<file path="src/rtl/alu_issue_stage_pkg.sv">
// Shared constants for the ALU issue stage: datapath width, MIPS opcode/funct
// encodings and the EX-stage ALU control codes.
package alu_issue_stage_pkg;

  localparam int ALU_WIDTH = 32;

  localparam logic [5:0] OP_RTYPE = 6'b000000;
  localparam logic [5:0] OP_BEQ   = 6'b000100;
  localparam logic [5:0] OP_ADDI  = 6'b001000;
  localparam logic [5:0] OP_ADDIU = 6'b001001;
  localparam logic [5:0] OP_SLTI  = 6'b001010;
  localparam logic [5:0] OP_ANDI  = 6'b001100;
  localparam logic [5:0] OP_ORI   = 6'b001101;
  localparam logic [5:0] OP_LW    = 6'b100011;
  localparam logic [5:0] OP_SW    = 6'b101011;

  localparam logic [5:0] FN_SLL  = 6'b000000;
  localparam logic [5:0] FN_SRL  = 6'b000010;
  localparam logic [5:0] FN_ADD  = 6'b100000;
  localparam logic [5:0] FN_ADDU = 6'b100001;
  localparam logic [5:0] FN_SUB  = 6'b100010;
  localparam logic [5:0] FN_SUBU = 6'b100011;
  localparam logic [5:0] FN_AND  = 6'b100100;
  localparam logic [5:0] FN_OR   = 6'b100101;
  localparam logic [5:0] FN_NOR  = 6'b100111;
  localparam logic [5:0] FN_SLT  = 6'b101010;

  typedef enum logic [3:0] {
    EXE_NO_OPERATION = 4'd0,
    EXE_ADD          = 4'd1,
    EXE_SUB          = 4'd2,
    EXE_AND          = 4'd3,
    EXE_OR           = 4'd4,
    EXE_NOR          = 4'd5,
    EXE_SLT          = 4'd6,
    EXE_SLL          = 4'd7,
    EXE_SRL          = 4'd8
  } alu_ctrl_e;

endpackage

</file>
<file path="src/rtl/alu_issue_stage_if.sv">
// ID-to-EX bundle of the ALU issue stage: decoded fields, register data,
// bypass sources, pipeline control and the registered EX-stage outputs.
interface alu_issue_stage_if #(parameter int WIDTH = 32);

  logic             stall;
  logic             flush;
  logic             valid_id;
  logic [5:0]       opcode_id;
  logic [5:0]       funct_id;
  logic [4:0]       shamt_id;
  logic [4:0]       rs_id;
  logic [4:0]       rt_id;
  logic [15:0]      imm_id;
  logic [WIDTH-1:0] rs_data_id;
  logic [WIDTH-1:0] rt_data_id;

  logic             fwd_mem_en;
  logic             fwd_wb_en;
  logic [4:0]       fwd_mem_rd;
  logic [4:0]       fwd_wb_rd;
  logic [WIDTH-1:0] fwd_mem_data;
  logic [WIDTH-1:0] fwd_wb_data;

  logic [WIDTH-1:0] val1;
  logic [WIDTH-1:0] val2;
  logic [4:0]       shamt_exe;
  logic [3:0]       alucontrol_exe;
  logic             valid_exe;
  logic             illegal_exe;

  modport master (
    output stall, flush, valid_id, opcode_id, funct_id, shamt_id, rs_id, rt_id,
           imm_id, rs_data_id, rt_data_id, fwd_mem_en, fwd_wb_en, fwd_mem_rd,
           fwd_wb_rd, fwd_mem_data, fwd_wb_data,
    input  val1, val2, shamt_exe, alucontrol_exe, valid_exe, illegal_exe
  );

  modport slave (
    input  stall, flush, valid_id, opcode_id, funct_id, shamt_id, rs_id, rt_id,
           imm_id, rs_data_id, rt_data_id, fwd_mem_en, fwd_wb_en, fwd_mem_rd,
           fwd_wb_rd, fwd_mem_data, fwd_wb_data,
    output val1, val2, shamt_exe, alucontrol_exe, valid_exe, illegal_exe
  );

endinterface

</file>
<file path="src/rtl/alu_issue_stage_ctrl_decode.sv">
// Combinational opcode/funct decode: ALU control, immediate select and
// extension mode, shift flag, and an unrecognised-encoding flag.
module alu_ctrl_decode
  import alu_issue_stage_pkg::*;
(
  input  logic [5:0] opcode_i,
  input  logic [5:0] funct_i,
  output alu_ctrl_e  alucontrol_o,
  output logic       imm_sel_o,
  output logic       imm_sext_o,
  output logic       shift_o,
  output logic       illegal_o
);

  always_comb begin
    alucontrol_o = EXE_NO_OPERATION;
    imm_sel_o    = 1'b0;
    imm_sext_o   = 1'b0;
    shift_o      = 1'b0;
    illegal_o    = 1'b0;
    case (opcode_i)
      OP_RTYPE: begin
        case (funct_i)
          FN_ADD, FN_ADDU: alucontrol_o = EXE_ADD;
          FN_SUB, FN_SUBU: alucontrol_o = EXE_SUB;
          FN_AND:          alucontrol_o = EXE_AND;
          FN_OR:           alucontrol_o = EXE_OR;
          FN_NOR:          alucontrol_o = EXE_NOR;
          FN_SLT:          alucontrol_o = EXE_SLT;
          FN_SLL: begin
            alucontrol_o = EXE_SLL;
            shift_o      = 1'b1;
          end
          FN_SRL: begin
            alucontrol_o = EXE_SRL;
            shift_o      = 1'b1;
          end
          default:         illegal_o = 1'b1;
        endcase
      end
      OP_ADDI, OP_ADDIU, OP_LW, OP_SW: begin
        alucontrol_o = EXE_ADD;
        imm_sel_o    = 1'b1;
        imm_sext_o   = 1'b1;
      end
      OP_SLTI: begin
        alucontrol_o = EXE_SLT;
        imm_sel_o    = 1'b1;
        imm_sext_o   = 1'b1;
      end
      OP_ANDI: begin
        alucontrol_o = EXE_AND;
        imm_sel_o    = 1'b1;
      end
      OP_ORI: begin
        alucontrol_o = EXE_OR;
        imm_sel_o    = 1'b1;
      end
      // beq compares rs against rt, so it keeps the register operand
      OP_BEQ:  alucontrol_o = EXE_SUB;
      default: illegal_o    = 1'b1;
    endcase
  end

endmodule

</file>
<file path="src/rtl/alu_issue_stage.sv">
// EX-stage issue register with optional operand bypass (macro ALU_FWD_EN); 1-cycle latency.
// stall holds the register; rst, flush, or an idle ID slot loads a bubble.
module alu_issue_stage
  import alu_issue_stage_pkg::*;
#(
  parameter int WIDTH = ALU_WIDTH
) (
  input  logic                clk,
  input  logic                rst,
  alu_issue_stage_if.slave    bus
);

  alu_ctrl_e        dec_ctrl;
  logic             dec_imm_sel;
  logic             dec_imm_sext;
  logic             dec_shift;
  logic             dec_illegal;

  logic [WIDTH-1:0] rs_op;
  logic [WIDTH-1:0] rt_op;
  logic [WIDTH-1:0] imm_ext;
  logic             nop_word;

  logic [WIDTH-1:0] val1_d, val1_q;
  logic [WIDTH-1:0] val2_d, val2_q;
  logic [4:0]       shamt_d, shamt_q;
  logic [3:0]       ctrl_d, ctrl_q;
  logic             illegal_d, illegal_q;
  logic             valid_q;

  alu_ctrl_decode u_decode (
    .opcode_i     (bus.opcode_id),
    .funct_i      (bus.funct_id),
    .alucontrol_o (dec_ctrl),
    .imm_sel_o    (dec_imm_sel),
    .imm_sext_o   (dec_imm_sext),
    .shift_o      (dec_shift),
    .illegal_o    (dec_illegal)
  );

`ifdef ALU_FWD_EN
  function automatic logic [WIDTH-1:0] bypass(
    input logic [4:0]       src,
    input logic [WIDTH-1:0] rf_data,
    input logic             mem_en,
    input logic [4:0]       mem_rd,
    input logic [WIDTH-1:0] mem_data,
    input logic             wb_en,
    input logic [4:0]       wb_rd,
    input logic [WIDTH-1:0] wb_data
  );
    logic [WIDTH-1:0] res;
    res = rf_data;
    if (src != 5'd0) begin
      if (mem_en && (mem_rd == src))
        res = mem_data;
      else if (wb_en && (wb_rd == src))
        res = wb_data;
    end
    return res;
  endfunction

  assign rs_op = bypass(bus.rs_id, bus.rs_data_id, bus.fwd_mem_en, bus.fwd_mem_rd,
                        bus.fwd_mem_data, bus.fwd_wb_en, bus.fwd_wb_rd, bus.fwd_wb_data);
  assign rt_op = bypass(bus.rt_id, bus.rt_data_id, bus.fwd_mem_en, bus.fwd_mem_rd,
                        bus.fwd_mem_data, bus.fwd_wb_en, bus.fwd_wb_rd, bus.fwd_wb_data);
`else
  logic unused_fwd;
  assign unused_fwd = ^{bus.fwd_mem_en, bus.fwd_wb_en, bus.fwd_mem_rd, bus.fwd_wb_rd,
                        bus.fwd_mem_data, bus.fwd_wb_data};
  assign rs_op = bus.rs_data_id;
  assign rt_op = bus.rt_data_id;
`endif

  assign imm_ext  = dec_imm_sext ? {{(WIDTH-16){bus.imm_id[15]}}, bus.imm_id}
                                 : {{(WIDTH-16){1'b0}}, bus.imm_id};
  // The canonical all-zero word is the architectural nop, not an SLL
  assign nop_word = (bus.opcode_id == 6'd0) && (bus.funct_id == 6'd0) &&
                    (bus.shamt_id == 5'd0) && (bus.rs_id == 5'd0) && (bus.rt_id == 5'd0);

  always_comb begin
    val1_d    = '0;
    val2_d    = '0;
    shamt_d   = '0;
    ctrl_d    = EXE_NO_OPERATION;
    illegal_d = 1'b0;
    if (nop_word) begin
      ctrl_d = EXE_NO_OPERATION;
    end else if (dec_illegal) begin
      illegal_d = bus.valid_id;
    end else if (dec_shift) begin
      ctrl_d  = dec_ctrl;
      val1_d  = rt_op;
      shamt_d = bus.shamt_id;
    end else begin
      ctrl_d = dec_ctrl;
      val1_d = rs_op;
      val2_d = dec_imm_sel ? imm_ext : rt_op;
    end
  end

  always_ff @(posedge clk) begin
    if (rst || bus.flush || (!bus.stall && !bus.valid_id)) begin
      val1_q    <= '0;
      val2_q    <= '0;
      shamt_q   <= '0;
      ctrl_q    <= EXE_NO_OPERATION;
      valid_q   <= 1'b0;
      illegal_q <= 1'b0;
    end else if (!bus.stall) begin
      val1_q    <= val1_d;
      val2_q    <= val2_d;
      shamt_q   <= shamt_d;
      ctrl_q    <= ctrl_d;
      valid_q   <= 1'b1;
      illegal_q <= illegal_d;
    end
  end

  assign bus.val1           = val1_q;
  assign bus.val2           = val2_q;
  assign bus.shamt_exe      = shamt_q;
  assign bus.alucontrol_exe = ctrl_q;
  assign bus.valid_exe      = valid_q;
  assign bus.illegal_exe    = illegal_q;

endmodule

</file>
<file path="src/flat_wrapper.sv">
// flat-port wrapper written by rule: the top's interface ports become plain ports
module alu_issue_stage_flat import alu_issue_stage_pkg::*;
#(
  parameter int WIDTH = ALU_WIDTH
)
  (clk, rst, bus_stall, bus_flush, bus_valid_id, bus_opcode_id, bus_funct_id, bus_shamt_id, bus_rs_id, bus_rt_id, bus_imm_id, bus_rs_data_id, bus_rt_data_id, bus_fwd_mem_en, bus_fwd_wb_en, bus_fwd_mem_rd, bus_fwd_wb_rd, bus_fwd_mem_data, bus_fwd_wb_data, bus_val1, bus_val2, bus_shamt_exe, bus_alucontrol_exe, bus_valid_exe, bus_illegal_exe);
  alu_issue_stage_if #(.WIDTH(WIDTH)) bus_i ();
  input  logic clk;
  input  logic rst;
  input wire logic [$bits(bus_i.stall)-1:0] bus_stall;
  input wire logic [$bits(bus_i.flush)-1:0] bus_flush;
  input wire logic [$bits(bus_i.valid_id)-1:0] bus_valid_id;
  input wire logic [$bits(bus_i.opcode_id)-1:0] bus_opcode_id;
  input wire logic [$bits(bus_i.funct_id)-1:0] bus_funct_id;
  input wire logic [$bits(bus_i.shamt_id)-1:0] bus_shamt_id;
  input wire logic [$bits(bus_i.rs_id)-1:0] bus_rs_id;
  input wire logic [$bits(bus_i.rt_id)-1:0] bus_rt_id;
  input wire logic [$bits(bus_i.imm_id)-1:0] bus_imm_id;
  input wire logic [$bits(bus_i.rs_data_id)-1:0] bus_rs_data_id;
  input wire logic [$bits(bus_i.rt_data_id)-1:0] bus_rt_data_id;
  input wire logic [$bits(bus_i.fwd_mem_en)-1:0] bus_fwd_mem_en;
  input wire logic [$bits(bus_i.fwd_wb_en)-1:0] bus_fwd_wb_en;
  input wire logic [$bits(bus_i.fwd_mem_rd)-1:0] bus_fwd_mem_rd;
  input wire logic [$bits(bus_i.fwd_wb_rd)-1:0] bus_fwd_wb_rd;
  input wire logic [$bits(bus_i.fwd_mem_data)-1:0] bus_fwd_mem_data;
  input wire logic [$bits(bus_i.fwd_wb_data)-1:0] bus_fwd_wb_data;
  output wire logic [$bits(bus_i.val1)-1:0] bus_val1;
  output wire logic [$bits(bus_i.val2)-1:0] bus_val2;
  output wire logic [$bits(bus_i.shamt_exe)-1:0] bus_shamt_exe;
  output wire logic [$bits(bus_i.alucontrol_exe)-1:0] bus_alucontrol_exe;
  output wire logic [$bits(bus_i.valid_exe)-1:0] bus_valid_exe;
  output wire logic [$bits(bus_i.illegal_exe)-1:0] bus_illegal_exe;
  assign bus_i.stall = bus_stall;
  assign bus_i.flush = bus_flush;
  assign bus_i.valid_id = bus_valid_id;
  assign bus_i.opcode_id = bus_opcode_id;
  assign bus_i.funct_id = bus_funct_id;
  assign bus_i.shamt_id = bus_shamt_id;
  assign bus_i.rs_id = bus_rs_id;
  assign bus_i.rt_id = bus_rt_id;
  assign bus_i.imm_id = bus_imm_id;
  assign bus_i.rs_data_id = bus_rs_data_id;
  assign bus_i.rt_data_id = bus_rt_data_id;
  assign bus_i.fwd_mem_en = bus_fwd_mem_en;
  assign bus_i.fwd_wb_en = bus_fwd_wb_en;
  assign bus_i.fwd_mem_rd = bus_fwd_mem_rd;
  assign bus_i.fwd_wb_rd = bus_fwd_wb_rd;
  assign bus_i.fwd_mem_data = bus_fwd_mem_data;
  assign bus_i.fwd_wb_data = bus_fwd_wb_data;
  assign bus_val1 = bus_i.val1;
  assign bus_val2 = bus_i.val2;
  assign bus_shamt_exe = bus_i.shamt_exe;
  assign bus_alucontrol_exe = bus_i.alucontrol_exe;
  assign bus_valid_exe = bus_i.valid_exe;
  assign bus_illegal_exe = bus_i.illegal_exe;
  alu_issue_stage #(.WIDTH(WIDTH)) u_core (.clk(clk), .rst(rst), .bus(bus_i));
endmodule
</file>
<file path="config.mk">
export PLATFORM = sky130hd
export DESIGN_NAME = alu_issue_stage_flat
export DESIGN_NICKNAME = d
export VERILOG_FILES = /design/src/rtl/alu_issue_stage_pkg.sv /design/src/rtl/alu_issue_stage_if.sv /design/src/rtl/alu_issue_stage_ctrl_decode.sv /design/src/rtl/alu_issue_stage.sv /design/src/flat_wrapper.sv
export SDC_FILE = /design/constraint.sdc
export NUM_CORES = 1
export LEC_CHECK = 0
export BUFFER_PORTS_ARGS = -buffer_cell sky130_fd_sc_hd__buf_2
export CORE_AREA = 2 2 102 104
export DETAILED_ROUTE_END_ITERATION = 6
export DIE_AREA = 0 0 104 106
export GPL_TIMING_DRIVEN = 0
export PLACE_DENSITY = 0.83
export SYNTH_ARGS = -nofsm -noshare
export SYNTH_HDL_FRONTEND = slang
export SYNTH_SLANG_ARGS = --single-unit
</file>
<file path="constraint.sdc">
create_clock -name clk -period 3.5 [get_ports clk]
set_input_delay 0.175 -clock clk [delete_from_list [all_inputs] [get_ports clk]]
set_output_delay 0.175 -clock clk [all_outputs]
set_load 0.005 [all_outputs]
</file>
==> results.md <==
- Crit. End Element: register
- Core area: 10000 um2
- Commonest register cell after synthesis: dfxtp_1
- Met3 WL post-DR: 696 um
- Final Hold Viols: 0
- Max-slew violation count: 0
- Measured slew at the worst slew-check pin: 1.20 ns
- #FFs+latches synth: 75
- First-pass GRT wire length: 18.1 mm
- Status: finished, final reports clean
- Switch Pwr: 0.514 mW
- Max cap viols: 0
- Mux contribution to synthesized area: 0.126
- Htree depth: 3
- Fin crit share: 0.591
- Post-route ant nets: 0
- Cell count after synthesis: 426
- Routed length per instance: 15.1 um
- Total number of vias: 3851
- Largest net degree at the start of global routing: 16
- DRC: 0
- Synth Area in XOR/XNOR: 0
- Crit Path Max Fanout: 10
- CTS tree: built
- Worst setup SP type: primary input
- Initial drt markers: 157
- Switching Share: 0.291
- Post-CTS Hold Buffers: 0
- R2R Path Start: u_core.bus.val1[5]
- Die width: 104 um
- Design area: 5230 um2
- Area taken by multi-input logic gates: 2150 um2
- Max Fclk: 484 MHz
- Die area: 11000 um2
- Avg Vias per Cell: 5.07
- HP Class: primary input to register
- PwrDens: 338 nW/um2
- Number of flops mapped to enable cells by yosys: 0
- Wl on met1: 4.86 mm
- Register area share after synthesis: 0.379
- Dominant cells by area after synthesis: dfxtp_1, mux2i_1, a22oi_2, o21ai_0, nor2_2
- Syn nets: 614
- RSZ-0062 raised after global routing: false
- Pwr Total: 1.77 mW
- Largest family of logic cells by synthesized area: compound AO/OA/AOI/OAI gates
- Inserted Diodes: 0
- Pint: 1.25 mW
- Highest routed layer: met4
- I/O pin count: 263
- CTS clk-pin slew, worst paths: 0.08 ns
- Initial Util: 0.396
- Data arrival, critical path: 2.29 ns
- Share of layout cells above drive strength 1: 0.462
- Peak VDD IR: 0.000170 V
- Clk pwr share: 0.360
- Slew HR: 0.199
- Leakage: 2.49 nW
- Sink Count: 75
- Wire length on met2: 5.67 mm
- WP data required: 3.72 ns
- Post-synthesis compound-gate area fraction: 0.222
- Initial antenna violation count: 0
- Yosys cell types: 51
- Avg Cell Area, Syn: 9.30 um2
- Hpwl dp: 9.09 mm
- Max clock buf depth: 2
- Post-place instance area: 5050 um2
- CTS resizes: 0
- Post-layout min period: 2.07 ns
- GRT Residual Overflow: 0
- Top cell type's share of synthesized area: 0.379
- Core Rows: 37
- Count of final setup violators: 0
- Root Buffer: clkbuf_8
- Crit path launch: bus_opcode_id[2]
- Critical path class: primary input to register
- Register area: 1500 um2
- Setup_tns: 0 ns
- CTS buffer count: 9
- Sequential share of power: 0.488
- Post-CTS Setup Repair Bufs: 0
- Fraction of the mapped netlist area in adder cells: 0
- Post-Synthesis Cell Area: 3960 um2
- Most common cell after layout, fill and taps aside: buf_2
- P&R area growth vs syn: 31.9%
- Simple logic cell fraction of the synthesized area: 0.192
- Routed Wire Length: 11.5 mm
- Hold Crit Start: bus_shamt_id[3]
- Clock Skew: 0 ns
- Leading area contributor after synthesis: dfxtp_1
- Number of port buffers: 181
- NumNets Final: 806
- Die Y: 106 um
- RD Place Congestion: 0.886
- Yosys warns: 0
- Drt first pass iters: 4
- Most frequent cells in the layout: buf_2, dfxtp_1, mux2i_1
- Skew-Pair Late Insertion Delay: 0.34 ns
- Async SR Flop Fraction: 0
- Comb pwr share: 0.152
- Vias in the first global route: 3733
- Tot GR Track Use: 0.204
- Fill cells: 950
power groups by stage:
stage	Combinational (mW)	Clock, mW	Sequential, mW
final	0.269	0.637	0.863
after global routing	0.294	0.685	0.864
after CTS	0.270	0.649	0.863
after detailed placement	0.269	0	0.883
after global placement	0.260	0	0.883
after floorplan	0.155	0	0.883
per-stage QoR:
| stage | setup slack (ns) | cells | utilization | hold slack (ns) |
|---|---|---|---|---|
| 6_report | 1.43 | 759 | 0.523 | 0.0579 |
| 5_1_grt | 1.22 | 759 | 0.523 | 0.0419 |
| 4_1_cts | 1.43 | 759 | 0.523 | 0.0449 |
| 3_5_place_dp | 1.04 | 743 | 0.505 | 0.423 |
| 3_3_place_gp | 0.822 | 743 | 0.504 | 0.408 |
| 2_1_floorplan | 1.53 | 426 | - | 0.308 |
layer usage:
layer | global-route usage | vias up
met2 | 0.367 | 152
li1 | - | 1897
met1 | 0.241 | 1781
met3 | 0.0411 | 21
met4 | 0.0724 | 0
met5 | 0 | -
registers in the layout, indices dropped and copies added (netlist names):
signal / cells
u_core.bus.valid_exe: 1
u_core.bus.shamt_exe: 5
u_core.bus.alucontrol_exe: 4
u_core.bus.val1: 32
u_core.bus.illegal_exe: 1
u_core.bus.val2: 32
critical path: stages:
cell and delay, ns:
clkbuf_1 0.34, o21ai_0 0.19, nand2_1 0.13, a21o_1 0.11, clkbuf_1 0.37, clkbuf_1 0.62, mux2i_1 0.26, o21ai_0 0.09
cell families (layout without fill, tap and decap cells):
group	Yosys count	in the layout
AND/OR/NAND/NOR	148	148
AO/OA/AOI/OAI	115	115
flip-flops	75	75
multiplexers	50	50
buffers and inverters	38	235
area by class of cell:
class	instances	area share
Clock buffer	9	0.0237
Inverter	3	0.00215
Clock inverter	7	0.0112
Multi-Input combinational cell	313	0.411
Tap cell	136	0.0325
Timing Repair Buffer	181	0.173
Buffer	35	0.0591
Sequential cell	75	0.287
worst paths after layout:
kind	to	slack [ns]	cells after the start
setup / recovery	u_core.bus.val2[5]	1.43	8
hold / removal	u_core.bus.shamt_exe[3]	0.06	2
setup reg to reg	u_core.bus.val1[5]	2.80	2
hold reg to reg	u_core.bus.valid_exe	0.45	2
cells in the mapped netlist (2+ instances only):
cell / n
o21a_1: 2
mux2i_1: 50
buf_1: 2
a22o_1: 6
nand2_1: 37
o21ai_1: 2
o21ai_0: 39
a211oi_1: 2
or2_2: 2
clkbuf_1: 13
buf_12: 3
clkbuf_8: 7
buf_6: 5
a21o_1: 2
nor2_1: 48
nand4_1: 2
dfxtp_1: 75
nor4_1: 4
nor3_1: 5
a21oi_1: 22
nor2_2: 30
inv_1: 3
a22oi_1: 2
buf_2: 2
a22oi_2: 30
nand3_1: 4
nand3b_1: 3
(Power assumes the default switching activity.)
